`src/rtl/spi_xfer_ctrl_if.sv`:
```
// spi_xfer_ctrl_if: register-side and pin-side signals of the SPI transfer
// controller, bundled for connection to spi_xfer_ctrl.
//   master modport: the register file / bench driving config, strobes, miso.
//   slave modport : the controller consuming those and producing sck, mosi,
//                   ss_n, rx_data and the spif/sptef/busy status bits.
interface spi_xfer_ctrl_if;
  logic       spe;
  logic       cpol;
  logic       cpha;
  logic       lsbfe;
  logic [2:0] sppr;
  logic [2:0] spr;
  logic       dr_wr;
  logic [7:0] dr_wdata;
  logic       dr_rd;
  logic       sr_rd;
  logic       miso;
  logic       sck;
  logic       mosi;
  logic       ss_n;
  logic [7:0] rx_data;
  logic       spif;
  logic       sptef;
  logic       busy;

  modport master (
    output spe, cpol, cpha, lsbfe, sppr, spr, dr_wr, dr_wdata, dr_rd, sr_rd, miso,
    input  sck, mosi, ss_n, rx_data, spif, sptef, busy
  );

  modport slave (
    input  spe, cpol, cpha, lsbfe, sppr, spr, dr_wr, dr_wdata, dr_rd, sr_rd, miso,
    output sck, mosi, ss_n, rx_data, spif, sptef, busy
  );
endinterface

```
`src/rtl/spi_xfer_ctrl.sv`:
```
// spi_xfer_ctrl: master-mode SPI byte transfer controller. One data-register
// write queues a byte in the tx buffer; the FSM shifts it out on mosi while
// sampling miso, then reports the received byte through rx_data/spif.
//   clk  : system clock, rising edge
//   rst  : asynchronous active-low reset
//   bus  : spi_xfer_ctrl_if.slave -- config (spe/cpol/cpha/lsbfe/sppr/spr),
//          register strobes (dr_wr/dr_wdata/dr_rd/sr_rd), miso in;
//          sck/mosi/ss_n, rx_data, spif/sptef/busy out (all registered).
module spi_xfer_ctrl (
  input  logic           clk,
  input  logic           rst,
  spi_xfer_ctrl_if.slave bus
);
  typedef enum logic [1:0] {IDLE = 2'd0, XFER = 2'd1, TRAIL = 2'd2} state_e;

  state_e      state_q;
  logic        sck_q, mosi_q, ss_n_q, spif_q, sptef_q, busy_q, arm_q;
  logic        cpol_q, cpha_q, lsbfe_q;
  logic [7:0]  tx_buf_q, tx_sh_q, rx_sh_q, rx_data_q;
  logic [10:0] half_q, cnt_q;
  logic [4:0]  edge_q;

  logic [10:0] half_d;
  logic [4:0]  edge_d;
  logic        tick;
  logic        clr_req;

  always_comb begin
    // Half period H = (sppr+1) * 2^spr, i.e. half of the baud divisor.
    half_d  = (11'(bus.sppr) + 11'd1) << bus.spr;
    tick    = (cnt_q == half_q - 11'd1);
    edge_d  = edge_q + 5'd1;
    clr_req = bus.dr_rd & arm_q;
  end

  always_ff @(posedge clk or negedge rst) begin
    if (!rst) begin
      state_q   <= IDLE;
      sck_q     <= 1'b0;
      mosi_q    <= 1'b0;
      ss_n_q    <= 1'b1;
      spif_q    <= 1'b0;
      sptef_q   <= 1'b1;
      busy_q    <= 1'b0;
      arm_q     <= 1'b0;
      cpol_q    <= 1'b0;
      cpha_q    <= 1'b0;
      lsbfe_q   <= 1'b0;
      tx_buf_q  <= '0;
      tx_sh_q   <= '0;
      rx_sh_q   <= '0;
      rx_data_q <= '0;
      half_q    <= 11'd1;
      cnt_q     <= '0;
      edge_q    <= '0;
    end else begin
      // SPIF clear is a two-step sequence: status read arms, data read clears.
      if (bus.sr_rd && spif_q) arm_q <= 1'b1;
      if (clr_req) begin
        spif_q <= 1'b0;
        arm_q  <= 1'b0;
      end

      if (!bus.spe) begin
        state_q <= IDLE;
        sck_q   <= bus.cpol;
        ss_n_q  <= 1'b1;
        busy_q  <= 1'b0;
        sptef_q <= 1'b1;
      end else begin
        if (bus.dr_wr && sptef_q) begin
          tx_buf_q <= bus.dr_wdata;
          sptef_q  <= 1'b0;
        end

        unique case (state_q)
          IDLE: begin
            sck_q  <= bus.cpol;
            ss_n_q <= 1'b1;
            if (!sptef_q) begin
              cpol_q  <= bus.cpol;
              cpha_q  <= bus.cpha;
              lsbfe_q <= bus.lsbfe;
              half_q  <= half_d;
              sptef_q <= 1'b1;
              ss_n_q  <= 1'b0;
              busy_q  <= 1'b1;
              edge_q  <= '0;
              cnt_q   <= '0;
              rx_sh_q <= '0;
              state_q <= XFER;
              // cpha=0 presents the first bit before any sck edge.
              if (bus.cpha) begin
                tx_sh_q <= tx_buf_q;
              end else begin
                mosi_q  <= bus.lsbfe ? tx_buf_q[0] : tx_buf_q[7];
                tx_sh_q <= bus.lsbfe ? {1'b0, tx_buf_q[7:1]} : {tx_buf_q[6:0], 1'b0};
              end
            end
          end

          XFER: begin
            if (tick) begin
              cnt_q  <= '0;
              sck_q  <= ~sck_q;
              edge_q <= edge_d;
              // Sample edges are odd for cpha=0 and even for cpha=1.
              if (edge_d[0] != cpha_q) begin
                rx_sh_q <= lsbfe_q ? {bus.miso, rx_sh_q[7:1]} : {rx_sh_q[6:0], bus.miso};
              end else if (cpha_q || edge_d != 5'd16) begin
                mosi_q  <= lsbfe_q ? tx_sh_q[0] : tx_sh_q[7];
                tx_sh_q <= lsbfe_q ? {1'b0, tx_sh_q[7:1]} : {tx_sh_q[6:0], 1'b0};
              end
              if (edge_d == 5'd16) state_q <= TRAIL;
            end else begin
              cnt_q <= cnt_q + 11'd1;
            end
          end

          TRAIL: begin
            if (tick) begin
              cnt_q   <= '0;
              sck_q   <= cpol_q;
              ss_n_q  <= 1'b1;
              busy_q  <= 1'b0;
              state_q <= IDLE;
              // A clear landing on the completion cycle loses to the new byte.
              if (!spif_q || clr_req) begin
                rx_data_q <= rx_sh_q;
                spif_q    <= 1'b1;
              end
            end else begin
              cnt_q <= cnt_q + 11'd1;
            end
          end

          default: state_q <= IDLE;
        endcase
      end
    end
  end

  assign bus.sck     = sck_q;
  assign bus.mosi    = mosi_q;
  assign bus.ss_n    = ss_n_q;
  assign bus.rx_data = rx_data_q;
  assign bus.spif    = spif_q;
  assign bus.sptef   = sptef_q;
  assign bus.busy    = busy_q;
endmodule

```
`src/flat_wrapper.sv`:
```
// flat-port wrapper written by rule: the top's interface ports become plain ports
module spi_xfer_ctrl_flat 
  (clk, rst, bus_spe, bus_cpol, bus_cpha, bus_lsbfe, bus_sppr, bus_spr, bus_dr_wr, bus_dr_wdata, bus_dr_rd, bus_sr_rd, bus_miso, bus_sck, bus_mosi, bus_ss_n, bus_rx_data, bus_spif, bus_sptef, bus_busy);
  spi_xfer_ctrl_if bus_i ();
  input  logic clk;
  input  logic rst;
  input wire logic [$bits(bus_i.spe)-1:0] bus_spe;
  input wire logic [$bits(bus_i.cpol)-1:0] bus_cpol;
  input wire logic [$bits(bus_i.cpha)-1:0] bus_cpha;
  input wire logic [$bits(bus_i.lsbfe)-1:0] bus_lsbfe;
  input wire logic [$bits(bus_i.sppr)-1:0] bus_sppr;
  input wire logic [$bits(bus_i.spr)-1:0] bus_spr;
  input wire logic [$bits(bus_i.dr_wr)-1:0] bus_dr_wr;
  input wire logic [$bits(bus_i.dr_wdata)-1:0] bus_dr_wdata;
  input wire logic [$bits(bus_i.dr_rd)-1:0] bus_dr_rd;
  input wire logic [$bits(bus_i.sr_rd)-1:0] bus_sr_rd;
  input wire logic [$bits(bus_i.miso)-1:0] bus_miso;
  output wire logic [$bits(bus_i.sck)-1:0] bus_sck;
  output wire logic [$bits(bus_i.mosi)-1:0] bus_mosi;
  output wire logic [$bits(bus_i.ss_n)-1:0] bus_ss_n;
  output wire logic [$bits(bus_i.rx_data)-1:0] bus_rx_data;
  output wire logic [$bits(bus_i.spif)-1:0] bus_spif;
  output wire logic [$bits(bus_i.sptef)-1:0] bus_sptef;
  output wire logic [$bits(bus_i.busy)-1:0] bus_busy;
  assign bus_i.spe = bus_spe;
  assign bus_i.cpol = bus_cpol;
  assign bus_i.cpha = bus_cpha;
  assign bus_i.lsbfe = bus_lsbfe;
  assign bus_i.sppr = bus_sppr;
  assign bus_i.spr = bus_spr;
  assign bus_i.dr_wr = bus_dr_wr;
  assign bus_i.dr_wdata = bus_dr_wdata;
  assign bus_i.dr_rd = bus_dr_rd;
  assign bus_i.sr_rd = bus_sr_rd;
  assign bus_i.miso = bus_miso;
  assign bus_sck = bus_i.sck;
  assign bus_mosi = bus_i.mosi;
  assign bus_ss_n = bus_i.ss_n;
  assign bus_rx_data = bus_i.rx_data;
  assign bus_spif = bus_i.spif;
  assign bus_sptef = bus_i.sptef;
  assign bus_busy = bus_i.busy;
  spi_xfer_ctrl u_core (.clk(clk), .rst(rst), .bus(bus_i));
endmodule
```
`config.mk`:
```
export PLATFORM = sky130hd
export DESIGN_NAME = spi_xfer_ctrl_flat
export DESIGN_NICKNAME = d
export VERILOG_FILES = /design/src/rtl/spi_xfer_ctrl_if.sv /design/src/rtl/spi_xfer_ctrl.sv /design/src/flat_wrapper.sv
export SDC_FILE = /design/constraint.sdc
export NUM_CORES = 1
export LEC_CHECK = 0
export BUFFER_PORTS_ARGS = -buffer_cell sky130_fd_sc_hd__buf_2
export CAP_MARGIN = 10
export CORE_MARGIN = 2
export CORE_UTILIZATION = 60
export DETAILED_ROUTE_END_ITERATION = 8
export GPL_ROUTABILITY_DRIVEN = 0
export HOLD_SLACK_MARGIN = 0.03
export PLACE_DENSITY = 0.89
export SLEW_MARGIN = 15
export SYNTH_ARGS = -nofsm -noshare
export SYNTH_HDL_FRONTEND = slang
export SYNTH_SLANG_ARGS = --single-unit
```
`constraint.sdc`:
```
create_clock -name clk -period 5.3 [get_ports clk]
set_input_delay 0.53 -clock clk [delete_from_list [all_inputs] [get_ports clk]]
set_output_delay 0.53 -clock clk [all_outputs]
set_load 0.01 [all_outputs]
```
# Yosys cells after proc, flatten, opt, wreduce, memory -nomap -nowiden
# Index checks and enable logic that the tools add are counted.
[totals]
regBits = 71
word_cells = 122
[op_classes]
add_sub_neg = 4
eq_ne = 18
n_shift = 1
mux = 56
n_bitwise = 3
reduce_logical = 22
[op_table]
columns = ["cell", "n"]
rows = [
  ["8-bit two-way mux", 11],
  ["8-bit one-hot mux with 2 select lines", 2],
  ["1-bit two-way mux", 27],
  ["11-bit two-way mux", 2],
  ["11-bit one-hot mux with 2 select lines", 1],
  ["3-bit AND reduction", 4],
  ["4-bit AND reduction", 3],
  ["11-bit by 1-bit adder with 11-bit output, second input constant", 1],
  ["11-bit equality test", 1],
  ["11-bit by 3-bit << shifter with 11-bit output", 1],
  ["11-bit by 1-bit subtractor with 11-bit output, second input constant", 1],
  ["2-bit two-way mux", 5],
  ["5-bit two-way mux", 2],
  ["5-bit one-hot mux with 2 select lines", 1],
  ["3-bit by 2-bit != test with 1-bit output, second input constant", 3],
  ["7-bit AND reduction", 1],
  ["2-bit by 1-bit != test with 1-bit output, second input constant", 3],
  ["2-bit != test, second input constant", 3],
  ["1-bit one-hot mux with 2 select lines", 3],
  ["2-bit one-hot mux with 3 select lines", 1],
  ["6-bit AND reduction", 1],
  ["2-bit nonzero test", 3],
  ["5-bit by 1-bit adder with 5-bit output, second input constant", 1],
  ["5-bit equality test, second input constant", 1],
  ["other kinds (18)", 22],
]

# Logic depth before layout (Yosys ltp)
[depth]
ltp_word = 7
depth_mapped = 11

# Worst setup path after synthesis
# No wires, ideal clock.
[synth_timing]
kind = "reg-to-reg"
start = "register u_core.half_q[0]"
end = "register u_core.rx_data_q[0], in the netlist u_core.bus.rx_data[0]"
setup_ns = 0.125
t_arrival_ns = 3.018
required_ns = 5.175
slack_ns = 2.157
path_stages_with_launch = 11
path_buffers = 1
synth_period_minus_slack_ns = 3.143
cell_sequence = "dfstp_2 -> inv_1 -> ha_1 -> clkbuf_1 -> nor2b_1 -> or3_1 -> a31o_2 -> nor4_4 -> nand3_2 -> nor3b_4 -> mux2_2"
[synth_between]
elab_chain_cells = 3
[synth_rtl]
columns = ["item", "line", "rtl"]
rows = [
  ["from (decl)", "spi_xfer_ctrl.sv:20", "logic [10:0] half_q, cnt_q;"],
  ["from (signal assigned)", "spi_xfer_ctrl.sv:84", "half_q <= half_d;"],
  ["11-bit by 1-bit subtractor with 11-bit output", "spi_xfer_ctrl.sv:31", "tick = (cnt_q == half_q - 11'd1);"],
  ["11-bit equality test", "spi_xfer_ctrl.sv:31", ""],
  ["4-bit AND reduction (no line)", "-", ""],
  ["to (signal assigned)", "spi_xfer_ctrl.sv:129", "rx_data_q <= rx_sh_q;"],
  ["to (decl)", "spi_xfer_ctrl.sv:19", "logic [7:0] tx_buf_q, tx_sh_q, rx_sh_q, rx_data_q;"],
]
# Every way passes these cells.
# A chain may end at the register's enable or synchronous reset.

# Final worst setup path
[layout_timing]
start = "register u_core.half_q[0]"
end = "register u_core.rx_data_q[2], in the netlist u_core.bus.rx_data[2]"
# Same word-level chain as after synthesis.

==> out/summary.txt <==
Post-CTS Resized: 0
clk buf depth: 2
post-CTS setup buffers: 0
Clock Sink Count: 71
Reg clk slew, reported paths: 0.08 ns
peak supply drop: 0.257 mV
nets: 505
H-tree depth: 3
final period utilization: 67.6%
synth top area cells: dfrtp_1 (40%), mux2_2 (8.0%), mux2i_1 (7.6%)
Synth top area share: 40.2%
Met1 Wirelength: 4240 um
Worst R2R End: u_core.bus.rx_data[2]
Root Buffer Master: clkbuf_8
fillcell total: 508
r2r startpoint: u_core.half_q[0]
gr usage total: 26.2%
FMAX: 279 MHz
Initial Util: 62.0%
Yosys cell types: 57
ANT nets after route: 0
Die Y: 88.0 um
RSZ-0062 raised after global routing: no
sequential share of the synthesized area: 42.0%
dominant synthesized flop cell: dfrtp_1
Die W: 88.0 um
Min-Delay Path Class: in2async
total grt overflow: 0
first-pass GRT wire length: 15600 um
num rows: 30
Syn Nets: 477
WL final: 9400 um
Hold Buf Count CTS: 0
clock latency on the worst-skew pair: 0.37 ns
Yosys top cell by area: dfrtp_1
WL met2: 4510 um
number of global-route vias before repair: 3306
most frequent cell after synthesis: dfrtp_1
Slew HR: 31.9%
FFs w/ async S/R, synth: 100%
Final Hold Fails: 0
initial antenna violation count: 0
# setup viols final: 0
leakage power: 2.11 nW
number of synthesis warnings: 0
vias per cell: 6.10
WL/cell: 16.4 um
final non-filler cell total: 574
DIE AREA: 0.00775 mm^2
max-capacitance violation count: 0
Layout area overhead: 10.9%
TritonCTS clock tree: yes
layout cells sized above 1: 20.5%
Tmin final: 3.58 ns
Placeable Area: 0.00683 mm^2
CP arrival: 3.83 ns
worst reg-to-reg path cell count: 9
largest net degree at the start of global routing: 72
Ports: 38
vias: 3503
required time of the worst setup path: 5.55 ns
element type at the critical path end: register
Seq cells post-synth: 71
Remaining DRCs: 0
Post-synth EDFFs: 0
top routing layer used: met4
Post-DP HPWL: 6590 um
Port-buffer cells: 37
Clock Skew: 0.0108 ns
critical path type: reg2reg
Post-Route Setup TNS: 0 ns
Synth Cell Area: 0.00424 mm^2
CP startpoint: u_core.half_q[0]
wire length on met3: 441 um
flop2flop setup slack: 1.72 ns
Inserted Clock Buffers: 9
Worst Max-Slew Pin Slew: 1.02 ns
# diodes: 0
Iter 0 DRT Violations: 292
Post-Syn Instances: 445
status: complete, no violations
Worst setup SP type: register
largest fanout on the critical path: 17
Worst Setup EP: u_core.bus.rx_data[2]
dpl cells: 558
synth cell count leaders: dfrtp_1 (68), nand2_1 (58), o21ai_0 (33)
first-pass iteration count of the detailed router: 5
Synth Area per Inst: 9.52 um^2
Power Dens Cells: 427 mW/mm^2
number of max-slew violations in the final report: 0
==> layout by cell type (no fill, tap or decap), types with 3 or more instances in the layout <==
master	netlist	routed
dfrtp_1	68	68
nand2_1	58	58
buf_2	0	37
o21ai_0	33	32
mux2i_1	32	32
nor2_1	31	31
mux2_2	30	30
a21oi_1	29	29
inv_1	13	13
nand3_1	13	13
clkbuf_8	0	10
nor2b_1	9	9
xor2_1	9	9
nor3_1	9	9
a211oi_1	8	8
ha_1	8	8
or3_1	7	7
xnor2_1	5	5
nand4_1	5	5
o211ai_1	5	5
a31oi_1	3	3
o311ai_0	3	3
o31ai_1	3	3
dfstp_2	3	3
==> how the worst min path moves through the flow <==
stage / startpoint / to / slack, ns
finish: rst / u_core.cnt_q[8] / 0.35
detailed placement: u_core.bus.rx_data[4] / u_core.bus.rx_data[4] / 0.47
global placement: u_core.arm_q / u_core.arm_q / 0.46
floorplan: rst / u_core.arm_q / 0.23
CTS: bus_dr_rd / u_core.arm_q / 0.35
global route: bus_dr_rd / u_core.arm_q / 0.37
==> sequential cells by signal, indices dropped and copies added, names as in the netlist <==
name and cells:
u_core.lsbfe_q 1, u_core.bus.sck 1, u_core.cnt_q 11, u_core.cpha_q 1
u_core.half_q 11, u_core.tx_buf_q 8, u_core.bus.mosi 1, u_core.bus.ss_n 1
u_core.arm_q 1, u_core.cpol_q 1, u_core.bus.sptef 1, u_core.state_q 2
u_core.bus.spif 1, u_core.rx_sh_q 8, u_core.bus.busy 1, u_core.tx_sh_q 8
u_core.edge_q 5, u_core.bus.rx_data 8
==> layout make-up <==
| class | instances | area [um^2] | share of cell area, % |
|---|---|---|---|
| clock buffer | 10 | 138 | 2.93 |
| clock inverter | 6 | 92.6 | 1.97 |
| inverter | 13 | 48.8 | 1.04 |
| multi-input combinational | 340 | 2320 | 49.5 |
| sequential | 71 | 1780 | 37.9 |
| tap | 96 | 120 | 2.56 |
| timing repair buffer | 38 | 193 | 4.10 |
==> critical path, stage by stage, from the launching register on <==
cell	delay, ns
dfstp_2	0.57
inv_1	0.07
ha_1	0.31
nor2b_1	0.17
or3_1	0.35
a31o_2	0.25
nor4_4	0.44
nand3_2	0.41
nor3b_4	0.50
mux2_2	0.39
==> logic make-up (layout without fill, tap and decap cells) <==
| group | count (synthesis) | after routing | synth area share (%) |
|---|---|---|---|
| AOI/OAI and AO/OA | 101 | 101 | 15.2 |
| xor gates and xnor gates | 14 | 14 | 2.89 |
| adders and majority gates | 8 | 8 | 2.36 |
| buffers and inverters | 34 | 67 | 3.10 |
| DFF | 71 | 71 | 42.0 |
| muxes | 63 | 63 | 15.8 |
| and+or+nand+nor | 154 | 154 | 18.7 |
==> through the flow <==
step | hold WS [ns] | cell area [um^2] | utilization, % | worst slack (ns) | total power, mW
final | 0.353 | 4700 | 68.8 | 1.72 | 2.01
after global routing | 0.366 | 4700 | 68.8 | 1.52 | 2.12
after CTS | 0.351 | 4700 | 68.8 | 1.75 | 1.99
after detailed placement | 0.471 | 4470 | 65.4 | 1.75 | 1.50
after global placement | 0.461 | 4470 | 65.4 | 1.91 | 1.44
after floorplan | 0.234 | 4240 | - | 2.16 | 1.31
==> layer usage <==
layer / GRT usage [%] / vias up
li1: - / 1661
met5: 0 / -
met4: 12.7 / 0
met3: 3.96 / 19
met1: 35.7 / 1698
met2: 41.2 / 125
==> where the power goes <==
part           switching (mW)  leakage [nW]  internal (mW)  total, mW
clock network           0.218         0.109          0.280      0.498
logic                   0.380          1.08          0.307      0.687
registers               0.167         0.924          0.656      0.823
Power figures use the tool's default switching activity.
